===== src/rtl/rm_event_chain.sv =====
// Chained event monitor: lane tokens advance one stage per event hit, with per-stage
// flush, dwell-time timeout, registered hit/done/timeout reporting.
module rm_event_chain #(
    parameter int NUM_EVENTS     = 6,
    parameter int NUM_LANES      = 6,
    parameter int TIMEOUT_CYCLES = 64,
    localparam int LW = (NUM_LANES > 1) ? $clog2(NUM_LANES) : 1,
    localparam int TW = (TIMEOUT_CYCLES > 0) ? $clog2(TIMEOUT_CYCLES + 1) : 1
) (
    input  logic                                 clk_i,
    input  logic                                 rst_ni,
    input  logic                                 alloc_valid_i,
    input  logic [LW-1:0]                        alloc_lane_i,
    output logic                                 alloc_ready_o,
    input  logic [NUM_EVENTS-1:0]                event_i,
    input  logic [NUM_EVENTS-1:0]                flush_i,
    output logic [NUM_EVENTS-1:0][NUM_LANES-1:0] hit_o,
    output logic                                 done_valid_o,
    output logic [LW-1:0]                        done_lane_o,
    output logic [NUM_EVENTS-1:0]                timeout_o,
    output logic [NUM_EVENTS-1:0][LW-1:0]        timeout_lane_o,
    output logic [NUM_EVENTS-1:0]                occ_o
);

    localparam bit            TMO_EN   = (TIMEOUT_CYCLES > 0);
    localparam logic [TW-1:0] AGE_MAX  = TW'(TIMEOUT_CYCLES);
    localparam logic [TW-1:0] AGE_LAST = TW'((TIMEOUT_CYCLES > 0) ? TIMEOUT_CYCLES - 1 : 0);
    localparam logic [TW-1:0] AGE_ONE  = TW'(1);

    logic [NUM_EVENTS-1:0]                r_occ;
    logic [NUM_EVENTS-1:0][LW-1:0]        r_lane;
    logic [NUM_EVENTS-1:0][TW-1:0]        r_age;
    logic [NUM_EVENTS-1:0][NUM_LANES-1:0] r_hit;
    logic                                 r_done_valid;
    logic [LW-1:0]                        r_done_lane;
    logic [NUM_EVENTS-1:0]                r_tmo;
    logic [NUM_EVENTS-1:0][LW-1:0]        r_tmo_lane;

    // w_busy[i]: stage i cannot take a token this cycle; the extra top bit is the retire side
    logic [NUM_EVENTS:0]                  w_busy;
    logic [NUM_EVENTS-1:0]                w_fire;
    logic [NUM_EVENTS-1:0]                w_load;
    logic [NUM_EVENTS-1:0]                w_tmo;
    logic [NUM_EVENTS-1:0][LW-1:0]        w_src;
    logic [NUM_EVENTS-1:0][NUM_LANES-1:0] w_hit;

    // Fire/busy resolved from the leaf back to stage 0 so a handoff frees the slot in the same cycle
    always_comb begin
        w_busy = '0;
        w_fire = '0;
        for (int i = NUM_EVENTS - 1; i >= 0; i--) begin
            w_fire[i] = r_occ[i] & event_i[i] & ~flush_i[i] & ~w_busy[i+1];
            w_busy[i] = flush_i[i] | (r_occ[i] & ~w_fire[i]);
        end
    end

    // Load sources, timeout detection and one-hot hit rows
    always_comb begin
        alloc_ready_o = ~w_busy[0];
        w_load        = {w_fire[NUM_EVENTS-2:0], alloc_valid_i & ~w_busy[0]};
        w_src         = '0;
        w_tmo         = '0;
        w_hit         = '0;
        w_src[0]      = alloc_lane_i;
        for (int i = 1; i < NUM_EVENTS; i++) begin
            w_src[i] = r_lane[i-1];
        end
        for (int i = 0; i < NUM_EVENTS; i++) begin
            w_tmo[i] = TMO_EN & r_occ[i] & ~w_fire[i] & ~flush_i[i] & (r_age[i] == AGE_LAST);
            for (int l = 0; l < NUM_LANES; l++) begin
                w_hit[i][l] = w_fire[i] & (r_lane[i] == LW'(l));
            end
        end
    end

    // Stage occupancy, lane and dwell-age state
    always_ff @(posedge clk_i or negedge rst_ni) begin
        if (!rst_ni) begin
            r_occ  <= '0;
            r_lane <= '0;
            r_age  <= '0;
        end else begin
            for (int i = 0; i < NUM_EVENTS; i++) begin
                if (w_load[i]) begin
                    r_occ[i]  <= 1'b1;
                    r_lane[i] <= w_src[i];
                    r_age[i]  <= '0;
                end else if (w_fire[i] | w_tmo[i] | flush_i[i]) begin
                    r_occ[i] <= 1'b0;
                end else if (r_occ[i] & (r_age[i] != AGE_MAX)) begin
                    r_age[i] <= r_age[i] + AGE_ONE;
                end
            end
        end
    end

    // Registered reporting: hit rows, leaf retirement and timeouts
    always_ff @(posedge clk_i or negedge rst_ni) begin
        if (!rst_ni) begin
            r_hit        <= '0;
            r_done_valid <= 1'b0;
            r_done_lane  <= '0;
            r_tmo        <= '0;
            r_tmo_lane   <= '0;
        end else begin
            r_hit        <= w_hit;
            r_done_valid <= w_fire[NUM_EVENTS-1];
            r_done_lane  <= w_fire[NUM_EVENTS-1] ? r_lane[NUM_EVENTS-1] : '0;
            r_tmo        <= w_tmo;
            for (int i = 0; i < NUM_EVENTS; i++) begin
                r_tmo_lane[i] <= w_tmo[i] ? r_lane[i] : '0;
            end
        end
    end

    assign hit_o          = r_hit;
    assign done_valid_o   = r_done_valid;
    assign done_lane_o    = r_done_lane;
    assign timeout_o      = r_tmo;
    assign timeout_lane_o = r_tmo_lane;
    assign occ_o          = r_occ;

endmodule


===== config.mk =====
export PLATFORM = sky130hd
export DESIGN_NAME = rm_event_chain
export DESIGN_NICKNAME = d
export VERILOG_FILES = /design/src/rtl/rm_event_chain.sv
export SDC_FILE = /design/constraint.sdc
export NUM_CORES = 1
export LEC_CHECK = 0
export CAP_MARGIN = 5
export CORE_MARGIN = 4
export CORE_UTILIZATION = 54
export CTS_CLUSTER_SIZE = 28
export DETAILED_ROUTE_END_ITERATION = 16
export PLACE_DENSITY_LB_ADDON = 0.05
export SYNTH_ARGS = -nofsm -noshare
export SYNTH_HDL_FRONTEND = slang
export SYNTH_SLANG_ARGS = --single-unit
export TNS_END_PERCENT = 5

===== constraint.sdc =====
create_clock -name clk_i -period 2.63 [get_ports clk_i]
set_input_delay 0.3945 -clock clk_i [delete_from_list [all_inputs] [get_ports clk_i]]
set_output_delay 0.3945 -clock clk_i [all_outputs]
set_load 0.05 [all_outputs]

==> results.py, run 1 <==
metrics = {
    "outcome": {
        "status": "complete, no violations",
    },
    "drt": {
        "wirelength_um": 12210,
        "ant_nets": 0,
        "firstDrtPassIters": 5,
        "wl_per_cell_um": 16.04,
        "drtIter0Drc": 238,
        "drc": 0,
        "vias": 4245,
        "vias_per_cell": 5.578,
    },
    "global_route": {
        "grt_max_degree": 50,
        "first_global_vias": 4196,
        "antenna_found_initial": 0,
        "grt_pass1_wl_um": 20500,
        "grt_use_total": 0.2202,
        "grt_overflow": 0,
    },
    "synthesis": {
        "syn_nets": 530,
        "yosysTopAreaCell": "dfrtp_1",
        "seq_area_frac_synth": 0.5792,
        "synth_area_leaders": "dfrtp_1 58%, nand2_1 3.9%, ha_1 2.7%",
        "synthTopCellsByCount": "130 x dfrtp_1, 58 x nand2_1, 24 x inv_1",
        "synth_warnings": 0,
        "syn_area_per_cell_um2": 11.23,
        "synth.distinct_cells": 64,
        "synth_most_common_cell": "dfrtp_1",
        "synth_edf_count": 0,
        "synthCells": 500,
        "yosysTopAreaCellShare": 0.5792,
        "postSynth.topFlopCell": "dfrtp_1",
        "ys_ff_latch": 130,
        "synth_area_mm2": 0.005617,
        "ys_async_sr_fraction": 1.000,
    },
    "setup_path": {
        "worstPathRequired_ps": 2240,
        "path_max_fanout": 5,
        "timing.rr.end": "r_lane[8]",
        "criticalPathCategory": "flop to primary output",
        "cp.arrival_ps": 2090,
        "crit_path_start_kind": "flop",
        "reg2reg_slack_ps": 500,
        "reg2reg_depth": 6,
        "reg2reg_from": "occ_o[5]",
        "critPathCaptureType": "primary output",
    },
    "cts": {
        "htree_levels": 4,
        "insertion_delay_ps": 530,
        "clkTransAtPathRegs_ps": 60,
        "post-cts-setup-buffers": 0,
        "numClockSinks": 130,
        "cts-buffers-inserted": 17,
        "cts_tree": "built",
        "clockRootBuffer": "clkbuf_8",
        "cts_buffer_depth": 2,
    },
    "pwr": {
        "clkPwrFrac": 0.466,
        "combPwrFrac": 0.072,
        "p_sw_mw": 1.140,
        "p_seq_frac": 0.463,
        "sw_frac_of_total": 0.2373,
        "p_int_mw": 3.664,
        "vdd.ir_drop.worst_mv": 0.3860,
        "p_per_area_mw_per_mm2": 652.5,
        "leakagePower_nw": 3.420,
    },
    "worst_hold_path": {
        "hold_class": "primary input to async pin",
    },
    "timing": {
        "setup_violations": 0,
        "finalHoldViolations": 0,
        "slew_headroom": 0.5346,
        "rsz0062_at_grt": "no",
        "fmax_mhz": 401.8,
        "worst_pin_slew_ps": 687.2,
        "fin_skew_ps": 5.157,
        "period_minus_slack_ps": 2489,
        "fin_crit_sh": 0.9462,
        "fin_setup_tns_ps": 0,
        "final_max_slew_viol_count": 0,
    },
    "layout": {
        "diodes": 0,
        "fin_nets": 647,
        "area_growth_pct": 31.05,
        "finish.utilization": 0.7394,
        "layout-drive-gt1-share": 0.1146,
    },
    "floorplan": {
        "die_area_mm2": 0.01210,
        "coreArea_mm2": 0.009955,
        "die_h_um": 110.0,
        "initial_utilization": 0.5642,
        "die_w_um": 110.0,
        "placementRows": 36,
        "boundaryPins": 89,
    },
    "run": {
        "cap_violations": 0,
    },
    "place": {
        "io_buffers": 88,
        "dp_hpwl_um": 8618,
        "gp_congestion": 0.8783,
    },
}
cells in the final DEF, fill, tap and decap left out, types with 8 or more instances in the layout:
cell type        Yosys  final
a21oi_1             12     12
and2_1              21     21
and3_1               8      8
buf_4                0     21
clkbuf_16            0     16
clkdlybuf4s50_1      0     86
dfrtp_1            130    130
ha_1                12     12
inv_1               24     24
mux2i_1             13     13
nand2_1             58     58
nand2b_1             8      8
nand3_1             22     22
nand4_1              9      9
nor2_1              22     22
nor3_1              17     17
nor4_1               8      8
nor4b_1             12     12
o21ai_0             16     15
cell families (layout without fill, tap and decap cells):
logic type	count (synthesis)	in the layout	synth area share
simple gates	228	228	0.2330
mux	20	20	0.03787
buf+inv	36	164	0.02584
fa+ha+maj	12	12	0.02673
compound gates	66	66	0.08488
flops	130	130	0.5792
xor+xnor	8	8	0.01248
final cells by class:
type,count,area (µm²)
Multi-Input combinational cell,334,2222
Clock buffer,18,417.9
Clock inverter,12,142.6
Timing Repair Buffer,110,1069
Tap cell,133,166.4
Sequential cell,130,3253
Fill cell,718,2594
Inverter,24,90.09
power by group through the flow:
stage,combinational [mW],sequential (mW),clock (mW)
2_1_floorplan,0.191,2.22,0
6_report,0.344,2.22,2.24
3_5_place_dp,0.348,2.25,0
3_3_place_gp,0.327,2.25,0
4_1_cts,0.352,2.22,2.27
5_1_grt,0.390,2.24,2.38
sequential cells by signal, indices dropped and copies added (netlist names):
| register | cells |
|---|---|
| timeout_lane_o | 18 |
| timeout_o | 6 |
| hit_o | 36 |
| r_age | 42 |
| done_valid_o | 1 |
| done_lane_o | 3 |
| r_lane | 18 |
| occ_o | 6 |
metrics by stage:
| step | std cells | hold slack (ps) | power (mW) | instance area [µm²] | setup slack (ps) |
|---|---|---|---|---|---|
| floorplan | 500 | 98.91 | 2.412 | 5617 | 12.13 |
| global placement | 730 | 399.7 | 2.578 | 6787 | 122.4 |
| detailed placement | 730 | 404.8 | 2.601 | 6787 | 81.03 |
| CTS | 761 | 405.5 | 4.840 | 7357 | 53.10 |
| global route | 761 | 437.6 | 5.013 | 7361 | 22.44 |
| finish | 761 | 394.9 | 4.803 | 7361 | 141.4 |
routing by layer:
metal | wire length [µm] | vias up | track usage | share of wire
met3 | 674 | 22 | 0.06348 | 0.055
met4 | 195 | 0 | 0.07569 | 0.016
met1 | 5278 | 2081 | 0.2775 | 0.43
met5 | 0 | - | 0 | 0
met2 | 6061 | 119 | 0.3648 | 0.50
li1 | - | 2023 | - | -
critical path: stages (launching register included):
cell	delay [ps]
dfrtp_1	470
or4b_1	520
a21oi_1	210
a31oi_1	90
o21ai_2	120
buf_12	160
how the worst max path moves through the flow:
| stage | from | to | slack [ps] | depth (start not counted) |
|---|---|---|---|---|
| 2_1_floorplan | occ_o[2] | alloc_ready_o | 10 | 5 |
| 3_3_place_gp | flush_i[2] | r_lane[8] | 120 | 7 |
| 3_5_place_dp | flush_i[1] | r_age[1] | 80 | 7 |
| 4_1_cts | occ_o[2] | alloc_ready_o | 50 | 5 |
| 5_1_grt | occ_o[2] | alloc_ready_o | 20 | 5 |
| 6_report | occ_o[2] | alloc_ready_o | 140 | 5 |
timing repair:
action | CTS | global route
hold buffers | 1 | 0
endpoints found under the hold margin | 38 | 0
endpoints found under the setup margin | 0 | 1
gates resized for setup | 0 | 1
(Power assumes the default switching activity.)
==> run 2: changes to the inputs <==
==> constraint.sdc (replaced) <==
create_clock -name clk_i -period 2.63 [get_ports clk_i]
set_input_delay 0.3945 -clock clk_i [delete_from_list [all_inputs] [get_ports clk_i]]
set_output_delay 0.3945 -clock clk_i [all_outputs]
set_load 0.1 [all_outputs]
==> results.py, run 2 (same netlist as run 1, synthesis figures left out) <==
metrics = {
    "drt": {
        "met1_length_um": 5096,
        "firstDrtPassIters": 4,
        "met2WireLength_um": 6081,
        "vias_per_cell": 5.471,
        "vias": 4169,
        "top_layer_used": "met4",
        "drtIter0Drc": 194,
        "wirelength_um": 11980,
        "drc": 0,
        "wl_per_cell_um": 15.73,
        "dr_wl_met3_um": 680,
        "ant_nets": 0,
    },
    "place": {
        "dp_hpwl_um": 8756,
        "dp_slack_ps": 40.73,
        "gp_congestion": 0.8443,
        "dpl_cell_area_mm2": 0.006623,
        "io_buffers": 88,
    },
    "timing": {
        "period_minus_slack_ps": 2523,
        "final_max_slew_viol_count": 0,
        "rsz0062_at_grt": "no",
        "fin_crit_sh": 0.9595,
        "fin_setup_tns_ps": 0,
        "worst_pin_slew_ps": 688.2,
        "slew_headroom": 0.5340,
        "fin_skew_ps": 7.746,
        "setup_violations": 0,
        "finalHoldViolations": 0,
        "final.setup.worst_slack_ps": 106.6,
        "fmax_mhz": 396.3,
    },
    "layout": {
        "layout-drive-gt1-share": 0.2353,
        "largest_register_ffs": 42,
        "diodes": 0,
        "final_common_cell": "dfrtp_1",
        "fin_nets": 647,
        "top_register": "r_age",
        "final_cell_mix": "124 x dfrtp_1, 91 x buf_4, 58 x nand2_1",
        "stdcell_area_mm2": 0.007183,
        "num-fill-cells": 733,
        "area_growth_pct": 27.89,
    },
    "floorplan": {
        "coreArea_mm2": 0.009955,
        "die_w_um": 110.0,
        "die_h_um": 110.0,
        "placementRows": 36,
        "boundaryPins": 89,
        "die_area_mm2": 0.01210,
        "initial_utilization": 0.5642,
    },
    "setup_path": {
        "reg2reg_from": "occ_o[2]",
        "cp.arrival_ps": 2130,
        "crit_family": "simple AND/OR/NAND/NOR gates",
        "critPathCaptureType": "primary output",
        "reg2reg_slack_ps": 590,
        "path_max_fanout": 5,
        "worstPathRequired_ps": 2240,
        "timing.rr.end": "r_lane[8]",
        "reg2reg_depth": 6,
        "cpPeakStageDelay_ps": 530,
        "slowest_stage": "or4b_1",
        "criticalPathCategory": "flop to primary output",
        "cp_cell_sequence": "or4b_1, a21oi_2, a31oi_1, o21ai_2, buf_12",
        "cp.buffers_inverters": 1,
        "crit_path_start_kind": "flop",
    },
    "cts": {
        "post-cts-setup-buffers": 0,
        "htree_levels": 4,
        "clkTransAtPathRegs_ps": 60,
        "cts_tree": "built",
        "cts_buffer_depth": 2,
        "clockRootBuffer": "clkbuf_8",
        "numClockSinks": 130,
        "cts-buffers-inserted": 17,
        "insertion_delay_ps": 520,
    },
    "outcome": {
        "status": "complete, no violations",
    },
    "pwr": {
        "leakagePower_nw": 3.548,
        "vdd.ir_drop.worst_mv": 0.3308,
        "p_per_area_mw_per_mm2": 656.1,
    },
    "global_route": {
        "first_global_vias": 4184,
        "grt_use_total": 0.2153,
        "antenna_found_initial": 0,
        "grt_pass1_wl_um": 19850,
        "grt_max_degree": 78,
        "grt_overflow": 0,
    },
    "run": {
        "cap_violations": 0,
    },
    "worst_hold_path": {
        "hold_class": "primary input to async pin",
    },
}
## run 2: cell types whose count changed in the layout (fill, tap and decap cells not counted), sizes merged
cell           change
clkinvlp           -2
buf               +70
bufinv             -2
clkbuf             +8
clkinv             -3
clkdlybuf4s50     -70
## run 2: layer usage
metal | vias to the layer above | GRT usage
met5 | - | 0
met4 | 0 | 0.06679
met3 | 14 | 0.07222
met2 | 102 | 0.3605
met1 | 2026 | 0.2643
li1 | 2027 | -
## run 2: how the worst max path moves through the flow
| stage | to | start | depth (start not counted) | slack [ps] |
|---|---|---|---|---|
| floorplan | alloc_ready_o | occ_o[2] | 5 | 70 |
| global placement | r_lane[8] | event_i[3] | 7 | 110 |
| detailed placement | r_lane[8] | event_i[3] | 7 | 40 |
| CTS | alloc_ready_o | occ_o[2] | 5 | 50 |
| global route | alloc_ready_o | occ_o[2] | 5 | 10 |
| finish | alloc_ready_o | occ_o[2] | 5 | 110 |
## run 2: through the flow
step | hold slack [ps] | util | total power, mW | std cells
global placement | 259.6 | 0.6653 | 2.603 | 730
finish | 271.8 | 0.7216 | 4.713 | 762
detailed placement | 266.6 | 0.6653 | 2.622 | 730
CTS | 256.5 | 0.7210 | 4.762 | 762
floorplan | 98.91 | - | 2.439 | 500
global route | 290.1 | 0.7216 | 4.922 | 762
## run 2: what timing repair did
item                                    4_1_cts  5_1_grt
pin swaps                                     0        1
resized for setup                             1        2
endpoints found under the hold margin        14        0
hold buffers                                  1        0
endpoints found under the setup margin        1        1
## run 2: worst register-to-register path: stages, from the launching register on
cell	delay (ps)
dfrtp_2	430
nand2b_4	90
a2111oi_4	430
buf_4	200
a21oi_2	90
or2_1	350
mux2_4	320
## run 2: cell type report
type	instances	area (µm²)	share of cell area
multi-input cells	334	2232	0.3107
well taps	133	166.4	0.02317
clock inverters	5	52.55	0.007316
inverters	24	90.09	0.01254
repair buffers	110	893.4	0.1244
flip-flops and latches	130	3261	0.4539
clock buffers	26	488.0	0.06793
## run 2: power by group
part | total, mW | internal, mW | switching, mW | leakage (nW)
Sequential | 2.22 | 2.08 | 0.138 | 1.78
Combinational | 0.364 | 0.160 | 0.205 | 1.51
Clock | 2.13 | 1.34 | 0.784 | 0.265
Total | 4.71 | 3.59 | 1.13 | 3.55
==> run 3: changes to the inputs <==
--- a/config.mk
+++ b/config.mk
@@ -5,9 +5,8 @@
 export SDC_FILE = /design/constraint.sdc
 export NUM_CORES = 1
 export LEC_CHECK = 0
-export CAP_MARGIN = 5
 export CORE_MARGIN = 4
-export CORE_UTILIZATION = 54
+export CORE_UTILIZATION = 48
 export CTS_CLUSTER_SIZE = 28
 export DETAILED_ROUTE_END_ITERATION = 16
 export PLACE_DENSITY_LB_ADDON = 0.05
==> constraint.sdc (replaced) <==
create_clock -name clk_i -period 2 [get_ports clk_i]
set_input_delay 0.3 -clock clk_i [delete_from_list [all_inputs] [get_ports clk_i]]
set_output_delay 0.3 -clock clk_i [all_outputs]
set_load 0.1 [all_outputs]
==> results.py, run 3 (same netlist as run 1, synthesis figures left out) <==
metrics = {
    "outcome": {
        "status": "finished with violations",
        "violations": "setup timing",
    },
    "global_route": {
        "first_global_vias": 4556,
        "grt_util_met1": 0.2729,
        "antenna_found_initial": 0,
        "grt_util_met2": 0.3214,
        "grt_use_met3": 0.04974,
        "grt_pass1_wl_um": 21800,
        "grt_use_total": 0.2054,
        "grt_max_degree": 56,
        "grt_overflow": 0,
        "top_usage_layer": "met2",
    },
    "pwr": {
        "clkPwrFrac": 0.480,
        "p_seq_frac": 0.439,
        "p_int_mw": 5.079,
        "leakagePower_nw": 3.833,
        "vdd.ir_drop.worst_mv": 0.6877,
        "p_per_area_mw_per_mm2": 860.2,
        "p_sw_mw": 1.577,
        "sw_frac_of_total": 0.2369,
        "combPwrFrac": 0.082,
    },
    "setup_path": {
        "reg2reg_slack_ps": -80,
        "crit_family": "simple AND/OR/NAND/NOR gates",
        "timing.rr.end": "timeout_lane_o[2]",
        "path_max_fanout": 4,
        "worstPathRequired_ps": 1700,
        "reg2reg_depth": 9,
        "crit_path_start_kind": "flop",
        "cp.buffers_inverters": 1,
        "criticalPathCategory": "flop to primary output",
        "reg2reg_from": "occ_o[2]",
        "cpPeakStageDelay_ps": 510,
        "slowest_stage": "or4bb_4",
        "critPathCaptureType": "primary output",
        "cp.arrival_ps": 1930,
        "cp_cell_sequence": "or4bb_4, nor2_4, a31oi_4, o21ai_4, buf_12",
    },
    "timing": {
        "fmax_mhz": 447.9,
        "final.setup.worst_slack_ps": -232.5,
        "setup_violations": 9,
        "final_max_slew_viol_count": 0,
        "worst_pin_slew_ps": 648.6,
        "fin_skew_ps": 5.895,
        "rsz0062_at_grt": "yes",
        "finalHoldViolations": 0,
        "fin_crit_sh": 1.116,
        "whs_ps": 304.8,
        "period_minus_slack_ps": 2232,
        "slew_headroom": 0.5608,
        "fin_setup_tns_ps": -575.4,
    },
    "floorplan": {
        "die_area_mm2": 0.01350,
        "die_h_um": 116.2,
        "coreArea_mm2": 0.01142,
        "initial_utilization": 0.4919,
        "boundaryPins": 89,
        "placementRows": 39,
        "die_w_um": 116.2,
    },
    "run": {
        "cap_violations": 0,
    },
    "layout": {
        "top_register": "r_age",
        "largest_register_ffs": 42,
        "final_cell_mix": "126 x buf_4, 124 x dfrtp_1, 57 x nand2_1",
        "area_growth_pct": 37.76,
        "fin_nets": 687,
        "diodes": 0,
        "multi_input_area_mm2": 0.002350,
        "regArea_mm2": 0.003271,
        "final_common_cell": "buf_4",
        "num-fill-cells": 898,
        "layout-drive-gt1-share": 0.3139,
        "finish.utilization": 0.6776,
        "final_cells": 812,
    },
    "worst_hold_path": {
        "hold_class": "primary input to async pin",
    },
    "place": {
        "dp_hpwl_um": 9013,
        "gp_congestion": 0.8929,
        "io_buffers": 88,
        "place_inst": 774,
    },
    "drt": {
        "wl_per_cell_um": 15.80,
        "firstDrtPassIters": 4,
        "ant_nets": 0,
        "vias": 4348,
        "drtIter0Drc": 248,
        "drc": 0,
        "vias_per_cell": 5.355,
        "wirelength_um": 12830,
    },
    "cts": {
        "insertion_delay_ps": 410,
        "cts_buffer_depth": 2,
        "numClockSinks": 130,
        "clkTransAtPathRegs_ps": 60,
        "cts-buffers-inserted": 17,
        "clockRootBuffer": "clkbuf_16",
        "htree_levels": 4,
        "cts_tree": "built",
    },
}
==> run 3: through the flow <==
step / setup WS [ps] / power [mW] / area, µm²
floorplan: -137.4 / 3.216 / 5683
global placement: -373.6 / 3.457 / 6960
detailed placement: -342.0 / 3.477 / 6960
CTS: -273.4 / 6.708 / 7645
global route: -292.4 / 6.925 / 7737
finish: -232.5 / 6.656 / 7737
==> run 3: layout make-up <==
| class | instances | share of cell area |
|---|---|---|
| sequential | 130 | 0.4227 |
| multi-input combinational | 334 | 0.3037 |
| timing repair buffer | 150 | 0.1596 |
| clock buffer | 23 | 0.06307 |
| tap | 143 | 0.02312 |
| clock inverter | 8 | 0.01617 |
| inverter | 24 | 0.01164 |
==> run 3: worst max-delay path by stage <==
stage / slack (ps) / cells after the start / startpoint / to
final: -230 / 5 / occ_o[0] / alloc_ready_o
after global routing: -290 / 5 / occ_o[0] / alloc_ready_o
after CTS: -270 / 5 / occ_o[2] / alloc_ready_o
after detailed placement: -340 / 7 / event_i[3] / r_lane[8]
after global placement: -370 / 7 / flush_i[5] / timeout_lane_o[9]
after floorplan: -140 / 5 / occ_o[2] / alloc_ready_o
==> run 3: timing repair <==
action | 4_1_cts | 5_1_grt
hold buffers | 1 | 0
pin swaps | 1 | 7
setup endpoints to repair | 1 | 33
gates resized for setup | 9 | 18
setup buffers | 3 | 3
hold endpoints to repair | 14 | 0
==> run 3: routing by layer <==
metal,part of all wire,wire (µm)
met5,0,0
met4,0.023,300
met3,0.047,602
met2,0.48,6101
met1,0.45,5826
==> run 3: power groups by stage <==
| stage | registers [mW] | logic [mW] | clock network (mW) |
|---|---|---|---|
| 2_1_floorplan | 2.95 | 0.267 | 0 |
| 3_3_place_gp | 2.95 | 0.505 | 0 |
| 3_5_place_dp | 2.96 | 0.519 | 0 |
| 4_1_cts | 2.92 | 0.540 | 3.25 |
| 5_1_grt | 2.94 | 0.601 | 3.38 |
| 6_report | 2.92 | 0.545 | 3.19 |
